--- src/rtl/pixel_writer.sv ---
// pixel_writer: clips an (x, y) pixel stream to the active frame and turns each
// surviving pixel into a linear framebuffer address. Writes are buffered in a
// FIFO and issued over a req/ack memory port. The source cannot be stalled, so
// pixels lost to a full FIFO are reported on a sticky flag.
module pixel_writer #(
  parameter int P_X_COORD_W = 11,
  parameter int P_Y_COORD_W = 11,
  parameter int P_H_RES     = 640,
  parameter int P_V_RES     = 480,
  parameter int P_ADDR_W    = 19,
  parameter int P_COLOR_W   = 8,
  parameter int P_FIFO_AW   = 4
) (
  input  logic                   i_clk,
  input  logic                   i_reset,
  input  logic [P_X_COORD_W-1:0] i_x_val,
  input  logic [P_Y_COORD_W-1:0] i_y_val,
  input  logic                   i_vals_rdy,
  input  logic [P_COLOR_W-1:0]   i_color,
  input  logic                   i_clear,
  output logic [P_ADDR_W-1:0]    o_mem_addr,
  output logic [P_COLOR_W-1:0]   o_mem_data,
  output logic                   o_mem_req,
  input  logic                   i_mem_ack,
  output logic                   o_busy,
  output logic                   o_overflow,
  output logic [15:0]            o_clip_cnt
);

  localparam int DEPTH   = 1 << P_FIFO_AW;
  // Wide enough for (max y) * P_H_RES + (max x) without wrap before truncation.
  localparam int MUL_W   = P_Y_COORD_W + $clog2(P_H_RES) + 2;
  localparam int ENTRY_W = P_ADDR_W + P_COLOR_W;

  localparam logic [P_X_COORD_W:0] XLIM = (P_X_COORD_W+1)'(P_H_RES);
  localparam logic [P_Y_COORD_W:0] YLIM = (P_Y_COORD_W+1)'(P_V_RES);

  function automatic logic [15:0] sat_inc16(input logic [15:0] v);
    return (v == 16'hFFFF) ? v : v + 16'd1;
  endfunction

  function automatic logic [P_ADDR_W-1:0] trunc_addr(input logic [MUL_W-1:0] v);
    return v[P_ADDR_W-1:0];
  endfunction

  // ---- stage 1: capture and clip ----
  logic                   w_in_range;
  logic                   w_clip;
  logic                   r_vld_p1;
  logic [P_X_COORD_W-1:0] r_x_p1;
  logic [P_Y_COORD_W-1:0] r_y_p1;
  logic [P_COLOR_W-1:0]   r_color_p1;

  assign w_in_range = ({1'b0, i_x_val} < XLIM) && ({1'b0, i_y_val} < YLIM);
  assign w_clip     = i_vals_rdy && !w_in_range;

  // Stage 1 valid: only in-frame pixels continue down the pipe.
  always_ff @(posedge i_clk) begin
    if (i_reset) r_vld_p1 <= 1'b0;
    else         r_vld_p1 <= i_vals_rdy && w_in_range;
  end

  // Stage 1 data capture on every strobe.
  always_ff @(posedge i_clk) begin
    if (i_vals_rdy) begin
      r_x_p1     <= i_x_val;
      r_y_p1     <= i_y_val;
      r_color_p1 <= i_color;
    end
  end

  // ---- stage 2: linear address ----
  logic [MUL_W-1:0]     w_addr_full;
  logic                 r_vld_p2;
  logic [P_ADDR_W-1:0]  r_addr_p2;
  logic [P_COLOR_W-1:0] r_color_p2;

  assign w_addr_full = MUL_W'(r_y_p1) * MUL_W'(P_H_RES) + MUL_W'(r_x_p1);

  // Stage 2 valid follows stage 1 by one cycle.
  always_ff @(posedge i_clk) begin
    if (i_reset) r_vld_p2 <= 1'b0;
    else         r_vld_p2 <= r_vld_p1;
  end

  // Stage 2 data: registered address and colour.
  always_ff @(posedge i_clk) begin
    if (r_vld_p1) begin
      r_addr_p2  <= trunc_addr(w_addr_full);
      r_color_p2 <= r_color_p1;
    end
  end

  // ---- FIFO and output register ----
  logic [ENTRY_W-1:0]   r_mem [DEPTH];
  logic [P_FIFO_AW-1:0] r_wr_ptr;
  logic [P_FIFO_AW-1:0] r_rd_ptr;
  logic [P_FIFO_AW:0]   r_count;
  logic                 w_fifo_full;
  logic                 w_pop;
  logic                 w_push;
  logic                 w_drop;

  assign w_fifo_full = (r_count == (P_FIFO_AW+1)'(DEPTH));
  // A pop frees a slot in the same cycle, so a full FIFO can still accept a push.
  assign w_pop       = (r_count != '0) && (!o_mem_req || i_mem_ack);
  assign w_push      = r_vld_p2 && (!w_fifo_full || w_pop);
  assign w_drop      = r_vld_p2 && !w_push;

  // FIFO storage write.
  always_ff @(posedge i_clk) begin
    if (w_push) r_mem[r_wr_ptr] <= {r_addr_p2, r_color_p2};
  end

  // FIFO pointers and occupancy.
  always_ff @(posedge i_clk) begin
    if (i_reset) begin
      r_wr_ptr <= '0;
      r_rd_ptr <= '0;
      r_count  <= '0;
    end else begin
      if (w_push) r_wr_ptr <= r_wr_ptr + 1'b1;
      if (w_pop)  r_rd_ptr <= r_rd_ptr + 1'b1;
      if (w_push && !w_pop)      r_count <= r_count + 1'b1;
      else if (w_pop && !w_push) r_count <= r_count - 1'b1;
    end
  end

  // Output register: load the FIFO head when free, hold while unacknowledged.
  always_ff @(posedge i_clk) begin
    if (i_reset) begin
      o_mem_req  <= 1'b0;
      o_mem_addr <= '0;
      o_mem_data <= '0;
    end else if (w_pop) begin
      o_mem_req                <= 1'b1;
      {o_mem_addr, o_mem_data} <= r_mem[r_rd_ptr];
    end else if (i_mem_ack) begin
      o_mem_req <= 1'b0;
    end
  end

  // Status: sticky overflow and saturating clip counter; clear beats events.
  always_ff @(posedge i_clk) begin
    if (i_reset || i_clear) begin
      o_overflow <= 1'b0;
      o_clip_cnt <= '0;
    end else begin
      if (w_drop) o_overflow <= 1'b1;
      if (w_clip) o_clip_cnt <= sat_inc16(o_clip_cnt);
    end
  end

  assign o_busy = r_vld_p1 || r_vld_p2 || (r_count != '0) || o_mem_req;

endmodule

--- config.mk ---
export PLATFORM = sky130hd
export DESIGN_NAME = pixel_writer
export DESIGN_NICKNAME = d
export VERILOG_FILES = /design/src/rtl/pixel_writer.sv
export SDC_FILE = /design/constraint.sdc
export NUM_CORES = 1
export LEC_CHECK = 0
export ABC_CLOCK_PERIOD_IN_PS = 4500
export CAP_MARGIN = 10
export CORE_MARGIN = 2
export CORE_UTILIZATION = 55
export DETAILED_ROUTE_END_ITERATION = 12
export PLACE_DENSITY = 0.82
export SLEW_MARGIN = 20
export SYNTH_ARGS = -nofsm -noshare
export SYNTH_HDL_FRONTEND = slang
export SYNTH_SLANG_ARGS = --single-unit
--- constraint.sdc ---
create_clock -name i_clk -period 4.5 [get_ports i_clk]
set_input_delay 0.675 -clock i_clk [delete_from_list [all_inputs] [get_ports i_clk]]
set_output_delay 0.675 -clock i_clk [all_outputs]
set_load 0.01 [all_outputs]
After elaboration in Yosys (flattened, before gate mapping)
Memories as Yosys holds them, arrays and structs flattened. A register that Yosys moved wholly into a read port is not among the register bits. Cells that the tools add are included.

Register bits after elaboration: 90. Bits in latches: 0. Memory bits (writable): 432. Bits in read-only memories: 0. Input port bits: 35. Output and inout bits: 46. Logic and storage cells: 55. Memories kept: 1.

Memories: r_mem (words 16, width 27, read ports 1, clocked after Yosys merged registers in 1, wr ports 1, RTL line 95) `logic [ENTRY_W-1:0] r_mem [DEPTH];`.

Add/sub/neg operators: 6. Multiply operators: 1. Div/mod/pow operators: 0. $lt $le $gt $ge: 2. Eq/ne operators: 2. Shift operators: 0. Multiplexer cells: 6. Bitwise logic cells: 1. Reductions and logical operators: 23.

Operators by type and width (number): $add 19x11->19 (1); $add 16x1->16 const B (1); $eq 16x16->1 const B (1); $mul 11x3->12 const B (1); $lt 11x10->1 const B (1); $lt 11x9->1 const B (1); $mux 5 (2); $add 4x1->4 const B (2); $logic_and 1x1->1 (8); $logic_or 1x1->1 (6); $add 5x1->5 const B (1); $eq 5x5->1 const B (1); $logic_not 1->1 (5); $reduce_bool 5->1 (1); $sub 5x1->5 const B (1); $mux 1 (4); $reduce_bool 2->1 (2); $reduce_and 2->1 (1); $not 1->1 (1).

Depth between registers and ports, before layout
Gate-level depths: netlist (run 1).

Word-level depth: 9. Mapped depth: 14. Gate-level depth less buffers: 13.

Worst setup path before layout (run 1)
OpenSTA, ideal clock, no wires.

Kind: input to register. Start point: input i_mem_ack. End point: memory r_mem[3][0] (netlist name) (enable). Setup time: 0.445 ns. Arrival: 3.316 ns. Required time: 4.055 ns. Path slack: 0.739 ns. Stages: 6. Buffers on the path: 1. Cell sequence: nor2b_1 -> and3_1 -> nor2b_1 -> clkbuf_1 -> nand2_1 -> nor3_1.

Longest elaborated chain between the ends: 6.

Ends and longest elaborated chain: start, declared (RTL line 24) `input logic i_mem_ack,`; $logic_or 1x1->1 (RTL line 106) `assign w_pop = (r_count != '0) && (!o_mem_req || i_mem_ack);`; $logic_and 1x1->1 (RTL line 106); $logic_or 1x1->1 (RTL line 107) `assign w_push = r_vld_p2 && (!w_fifo_full || w_pop);`; $logic_and 1x1->1 (RTL line 107); named net w_push (RTL line 101) `logic w_push;`; $mux 1 (RTL line 112) `if (w_push) r_mem[r_wr_ptr] <= {r_addr_p2, r_color_p2};`; $mux 1 (not written as such) (RTL line 112); end, declared (RTL line 95).

The timed path passes the listed nets, and every way through them passes these cells.

Worst setup path after layout (run 1)
Start point: register r_count[0]. End point: output o_busy.

Longest elaborated chain between the ends: 3.

Ends and longest elaborated chain: start, declared (RTL line 98) `logic [P_FIFO_AW:0] r_count;`; start signal, assigned (RTL line 124) `if (w_push && !w_pop) r_count <= r_count + 1'b1;`; start signal, assigned (RTL line 125) `else if (w_pop && !w_push) r_count <= r_count - 1'b1;`; $reduce_bool 5->1 (RTL line 154) `assign o_busy = r_vld_p1 || r_vld_p2 || (r_count != '0) || o_mem_req;`; $logic_or 1x1->1 (2 in series) (RTL line 154); end, declared (RTL line 25) `output logic o_busy,`.

Every way passes these cells.

==> results of run 1 <==
==> layout make-up <==
cell class	instances	area, um2
Tap cell	511	639
Fill cell	2492	13300
Inverter	14	52.6
Timing Repair Buffer	111	1090
Clock inverter	30	349
Clock buffer	66	1390
Multi-Input combinational cell	451	5090
Sequential cell	549	15900
==> cells in the final DEF, fill, tap and decap left out, types with 5 or more instances in the layout <==
| cell | count |
|---|---|
| edfxtp_1 | 489 |
| mux4_2 | 135 |
| clkdlybuf4s50_1 | 78 |
| nand2_1 | 75 |
| dfxtp_1 | 56 |
| clkbuf_16 | 53 |
| a21oi_1 | 45 |
| nor2_1 | 33 |
| ha_1 | 31 |
| xor2_1 | 27 |
| buf_4 | 27 |
| inv_1 | 14 |
| xnor2_1 | 12 |
| clkbuf_1 | 12 |
| clkinv_2 | 11 |
| nand4_1 | 10 |
| clkinv_1 | 10 |
| o21ai_0 | 9 |
| nand3_1 | 8 |
| nor2_4 | 7 |
| bufinv_16 | 7 |
| nor2_2 | 6 |
| nor2b_1 | 6 |
| buf_12 | 5 |
==> where the power goes <==
group	total, W	leakage [nW]	internal, W	switching (W)
clock network	0.00446	0.850	0.00258	0.00187
logic	0.00259	2.06	0.00137	0.00123
registers	0.00595	4.92	0.00569	0.000260
==> state kept, by name, summed over array words and instances, names as in the netlist <==
name,flops
o_overflow,1
r_color_p2,8
o_clip_cnt,16
r_vld_p1,1
r_y_p1,11
r_count,5
o_mem_data,8
r_addr_p2,19
o_mem_req,1
r_vld_p2,1
r_x_p1,11
o_mem_addr,19
r_mem,432
r_wr_ptr,4
r_rd_ptr,4
r_color_p1,8
==> through the flow <==
| stage | hold slack, ns | setup slack [ns] |
|---|---|---|
| after floorplan | 0.400 | 0.739 |
| after global placement | 0.404 | 1.16 |
| after detailed placement | 0.405 | 1.02 |
| after CTS | 0.384 | 1.37 |
| after global routing | 0.400 | 1.28 |
| final | 0.391 | 1.41 |
==> worst max-delay path: cells and delay by family (launching register included) <==
family / cells / cell delay [ns]
buffers and inverters: 1 / 0.49
and+or+nand+nor: 3 / 0.97
DFF: 1 / 0.36
==> cell families after synthesis <==
family,after synthesis,synth area share [%]
buf+inv,62,1.45
compound gates,67,1.74
xor+xnor,39,1.61
flops,549,75.0
mux,139,14.5
fa+ha+maj,34,2.11
simple gates,172,3.60
==> metal layers <==
layer / track usage (%) / share of wire, % / routed length [um]
met5: 0 / 0 / 0
met4: 9.95 / 3.6 / 1660
met3: 3.38 / 6.6 / 3030
met2: 40.5 / 53 / 24300
met1: 30.5 / 37 / 17300
==> path summary, 6_finish.rpt <==
check | start | end | slack (ns) | depth (start not counted)
worst max-delay path | r_count[0] | o_busy | 1.41 | 4
worst min-delay path | i_vals_rdy | r_vld_p1 | 0.39 | 3
worst max register to register | r_count[0] | r_count[4] | 1.49 | 12
worst min register to register | r_x_p1[0] | r_addr_p2[0] | 0.41 | 0
==> qor.yml, run 1 <==
run_status: "finished clean"
clk_pin_slew_ns: 0.06
numCtsBuffers: 52
netlist_area_um2: 21200
relSlewSlack_pct: 31.1
startpoint_type: "flop"
ios: 81
vias_per_cell: 6.12
grt_start_max_net_pins: 56
grt_pass1_vias: 11255
ys.flop_type: "edfxtp_1"
drc: 0
post-cts-setup-buffers: 0
fin_area_um2: 24500
grt_usage_pct: 23.6
die_width_um: 200
synth_top_area_cell: "edfxtp_1"
area.growth.synth_to_final_pct: 15.6
io_buffers: 80
cts_resized: 0
dpl_cell_area_um2: 22800
cts_buffer_depth: 3
htree_levels: 2
yosys-top-cells-area: "edfxtp_1 (69%), mux4_2 (14%), dfxtp_1 (5.7%), ha_1 (1.8%), nand2_1 (1.3%)"
fin_crit_sh_pct: 68.6
grt_overflow: 0
yosysSeqAreaShare_pct: 75.0
detail-route-antenna-nets: 0
drt_first_iter_violations: 963
setup_tns_ns: 0
final_nets: 1248
yosysTopAreaCellShare_pct: 69.3
power.total_w: 0.0130
required_ns: 3.83
antenna_found_initial: 0
synth_most_common_cell: "edfxtp_1"
core_region_area_um2: 37800
drt_pass1_iterations: 5
p_per_area_nw_per_um2: 530
utilization_pct: 64.7
yosysWarnings: 0
synthDistinctLibCells: 39
crit_type: "reg2out"
worstPathMaxFanout: 4
hold_viol: 0
num_antenna_cells: 0
cap_violations: 0
synth_cells: 1062
synth_area_per_cell_um2: 20.0
cts.hold.buffers_added: 0
num_vias: 10602
routed_wl_mm: 46.3
rsz0062_at_grt: "no"
synth_edf_count: 489
dieArea_um2: 40100
insertion_delay_ns: 0.62
clock_skew_ns: 0.0311
fmax_mhz: 324
p_leak_nw: 7.83
final_cells: 1732
path_cells: "nor4_1 > nand2b_1 > or4_1 > clkdlybuf4s50_1"
dpl.hpwl_mm: 25.6
synthTopCellsByCount: "edfxtp_1 (489), mux4_2 (135), nand2_1 (75)"
synth_nets: 1131
worstMarginPinSlew_ns: 1.03
min_path_type: "in2reg"
grt_pass1_wl_mm: 70.1
post-place-cells: 1636
period_minus_slack_ns: 3.09
rows: 71
setup_viol: 0
gp_congestion: 0.786
drive_gt1_share_pct: 21.6
initial_core_util_pct: 56.0
synth_seq_cells: 549
finalMaxSlewViolations: 0
clock-sinks: 549
drt-wirelength-per-cell_um: 26.7
ir_drop_mv: 0.357
crit_path_top_delay_cell: "clkdlybuf4s50_1"
end_kind: "output port"
cts_tree: "done"
cts-root-buf: "clkbuf_16"
worst_ep_arrival_time_ns: 2.41
synthArstFlopShare_pct: 0
slowest_delay_ns: 0.49
fp.dieH_um: 200
Note: power is estimated with default switching activity, not from simulation.
==> run 2, diff against run 1 <==
--- a/config.mk
+++ b/config.mk
@@ -5,12 +5,12 @@
 export SDC_FILE = /design/constraint.sdc
 export NUM_CORES = 1
 export LEC_CHECK = 0
-export ABC_CLOCK_PERIOD_IN_PS = 4500
+export ABC_CLOCK_PERIOD_IN_PS = 2690
 export CAP_MARGIN = 10
 export CORE_MARGIN = 2
 export CORE_UTILIZATION = 55
 export DETAILED_ROUTE_END_ITERATION = 12
-export PLACE_DENSITY = 0.82
+export PLACE_DENSITY = 0.85
 export SLEW_MARGIN = 20
 export SYNTH_ARGS = -nofsm -noshare
 export SYNTH_HDL_FRONTEND = slang
==> constraint.sdc (replaced) <==
create_clock -name i_clk -period 2.69 [get_ports i_clk]
set_input_delay 0.4035 -clock i_clk [delete_from_list [all_inputs] [get_ports i_clk]]
set_output_delay 0.4035 -clock i_clk [all_outputs]
set_load 0.01 [all_outputs]
==> run 2 against run 1 <==
Effect of this change: sequential cell count unchanged; final cell count increased by 2.0%; first-iteration DRC count increased by 6.6%; worst hold slack got worse by 0.32 ns; sequential power increased by 64%; clock power increased by 69%; critical path depth increased by 4; wire length increased by 2.3%; via count increased by 3.2%; clock skew decreased by 0.0017 ns.
==> qor.yml, run 2 (synthesis results as in run 1) <==
ir_drop_mv: 0.601  # was 0.357 mV
num_antenna_cells: 0  # unchanged
clock_skew_ns: 0.0294  # was 0.0311 ns
grt_pass1_wl_mm: 71.1  # was 70.1 mm
worst_ep_arrival_time_ns: 2.98  # was 2.41 ns
die_width_um: 200  # unchanged
seq_area_um2: 15900  # about the same
drt_pass1_iterations: 5  # unchanged
grt_pass1_vias: 11477  # was 11255
clock-sinks: 549  # unchanged
setup_tns_ns: 0  # unchanged
worstMarginPinSlew_ns: 0.695  # was 1.03 ns
grt_overflow: 0  # unchanged
fin_area_um2: 25100  # was 24500 um2
rows: 71  # unchanged
top_regs: "r_mem x432, o_mem_addr x19, r_addr_p2 x19"  # unchanged
end_kind: "flop"  # was output port
worstPathMaxFanout: 4  # unchanged
routed_wl_mm: 47.3  # was 46.3 mm
required_ns: 3.05  # was 3.83 ns
relSlewSlack_pct: 53.7  # was 31.1%
multiInputGateArea_um2: 5170  # was 5090 um2
final_cell_mix: "edfxtp_1 (489), mux4_2 (135), clkdlybuf4s50_1 (77), nand2_1 (75), dfxtp_1 (55)"  # was edfxtp_1 (489), mux4_2 (135), clkdlybuf4s50_1 (78), nand2_1 (75), dfxtp_1 (56)
area.growth.synth_to_final_pct: 18.3  # was 15.6%
io_buffers: 80  # unchanged
post-place-ws_ns: -0.256  # was 1.02 ns
p_comb_share_pct: 21.6  # was 20.0%
dieArea_um2: 40100  # unchanged
clkPwrFrac_pct: 34.2  # was 34.3%
antenna_found_initial: 0  # unchanged
dpl.hpwl_mm: 26.7  # was 25.6 mm
drt-wirelength-per-cell_um: 26.8  # was 26.7 um
largest_register: "r_mem"  # unchanged
gp_congestion: 0.772  # was 0.786
seq_power_share_pct: 44.2  # was 45.8%
ios: 81  # unchanged
min_path_type: "in2reg"  # unchanged
grt_usage_pct: 24.0  # was 23.6%
initial_core_util_pct: 56.0  # unchanged
crit_type: "reg2reg"  # was reg2out
p_sw_share_pct: 26.2  # was 25.8%
period_minus_slack_ns: 2.62
internal-power_w: 0.0163  # was 0.00964 W
finalMaxSlewViolations: 0  # unchanged
htree_levels: 2  # unchanged
setup_viol: 0  # unchanged
insertion_delay_ns: 0.63  # was 0.62 ns
fin_crit_sh_pct: 97.5
clk_pin_slew_ns: 0.06  # about the same
cap_violations: 0  # unchanged
drc: 0  # unchanged
layout_commonest_cell: "edfxtp_1"  # unchanged
setup_slack_ns: 0.0666  # was 1.41 ns
hold_viol: 0  # unchanged
dpl_cell_area_um2: 23200  # was 22800 um2
p_leak_nw: 8.04  # was 7.83 nW
fill_cells: 2350  # was 2492
final_nets: 1282  # was 1248
fp.dieH_um: 200  # unchanged
drive_gt1_share_pct: 26.2  # was 21.6%
run_status: "finished clean"  # unchanged
cts.hold.buffers_added: 0  # unchanged
fmax_mhz: 381
drt_first_iter_violations: 1027  # was 963
cts_buffer_depth: 3  # unchanged
timing.hold.ws_ns: 0.0749  # was 0.391 ns
vias_per_cell: 6.19  # was 6.12
startpoint_type: "flop"  # unchanged
cts_tree: "done"  # unchanged
num_vias: 10942  # was 10602
detail-route-antenna-nets: 0  # unchanged
largest_register_ffs: 432  # unchanged
numCtsBuffers: 51  # was 52
core_region_area_um2: 37800  # unchanged
grt_start_max_net_pins: 72  # was 56
cts-root-buf: "clkbuf_16"  # unchanged
p_per_area_nw_per_um2: 879  # was 530 nW/um2
switching_power_w: 0.00578  # was 0.00336 W
run 2: final cells by class:
cell class                 instances  share of cell area, %
clock buffer                      57                   5.22
clock inverter                    39                   1.82
inverter                          14                  0.210
multi-input combinational        451                   20.6
sequential                       549                   63.4
tap                              511                   2.55
timing repair buffer             146                   6.18
run 2: through the flow:
stage | power [W] | cells | util (%)
floorplan | 0.0131 | 1062 | -
global placement | 0.0144 | 1668 | 61.3
detailed placement | 0.0146 | 1668 | 61.3
CTS | 0.0221 | 1764 | 66.0
global route | 0.0228 | 1767 | 66.3
finish | 0.0221 | 1767 | 66.3
run 2: final timing paths:
kind / from / endpoint / slack [ns] / depth (start not counted)
setup / recovery: r_y_p1[2] / r_addr_p2[18] / 0.07 / 8
hold reg to reg: r_x_p1[5] / r_addr_p2[5] / 0.42 / 0
hold / removal: i_vals_rdy / r_vld_p1 / 0.07 / 3
setup reg to reg: r_y_p1[2] / r_addr_p2[18] / 0.07 / 8
run 2: worst max-delay path, stage by stage, from the launching register on:
cell      delay, ns
edfxtp_1       0.41
ha_1           0.36
ha_1           0.32
a21oi_1        0.29
o21ai_0        0.16
a21oi_1        0.20
xor2_1         0.39
nor4_2         0.11
xnor2_1        0.14
run 2: repair_timing:
action | in CTS | in global routing
endpoints found under the hold margin | 0 | 0
buffers inserted | 0 | 3
pin swaps | 1 | 9
setup endpoints to repair | 4 | 5
gates resized for setup | 3 | 18
run 2: power by group through the flow:
| stage | Clock [W] | Combinational, W | Sequential [W] |
|---|---|---|---|
| detailed placement | 0 | 0.00466 | 0.00991 |
| CTS | 0.00763 | 0.00472 | 0.00974 |
| global placement | 0 | 0.00452 | 0.00989 |
| floorplan | 0 | 0.00318 | 0.00993 |
| global route | 0.00793 | 0.00511 | 0.00978 |
| finish | 0.00754 | 0.00476 | 0.00975 |
run 2: per-layer routing:
metal	routed length [um]	track usage [%]
met2	24600	40.7
met3	3460	4.08
met1	17500	31.1
met5	0	0
met4	1780	10.1
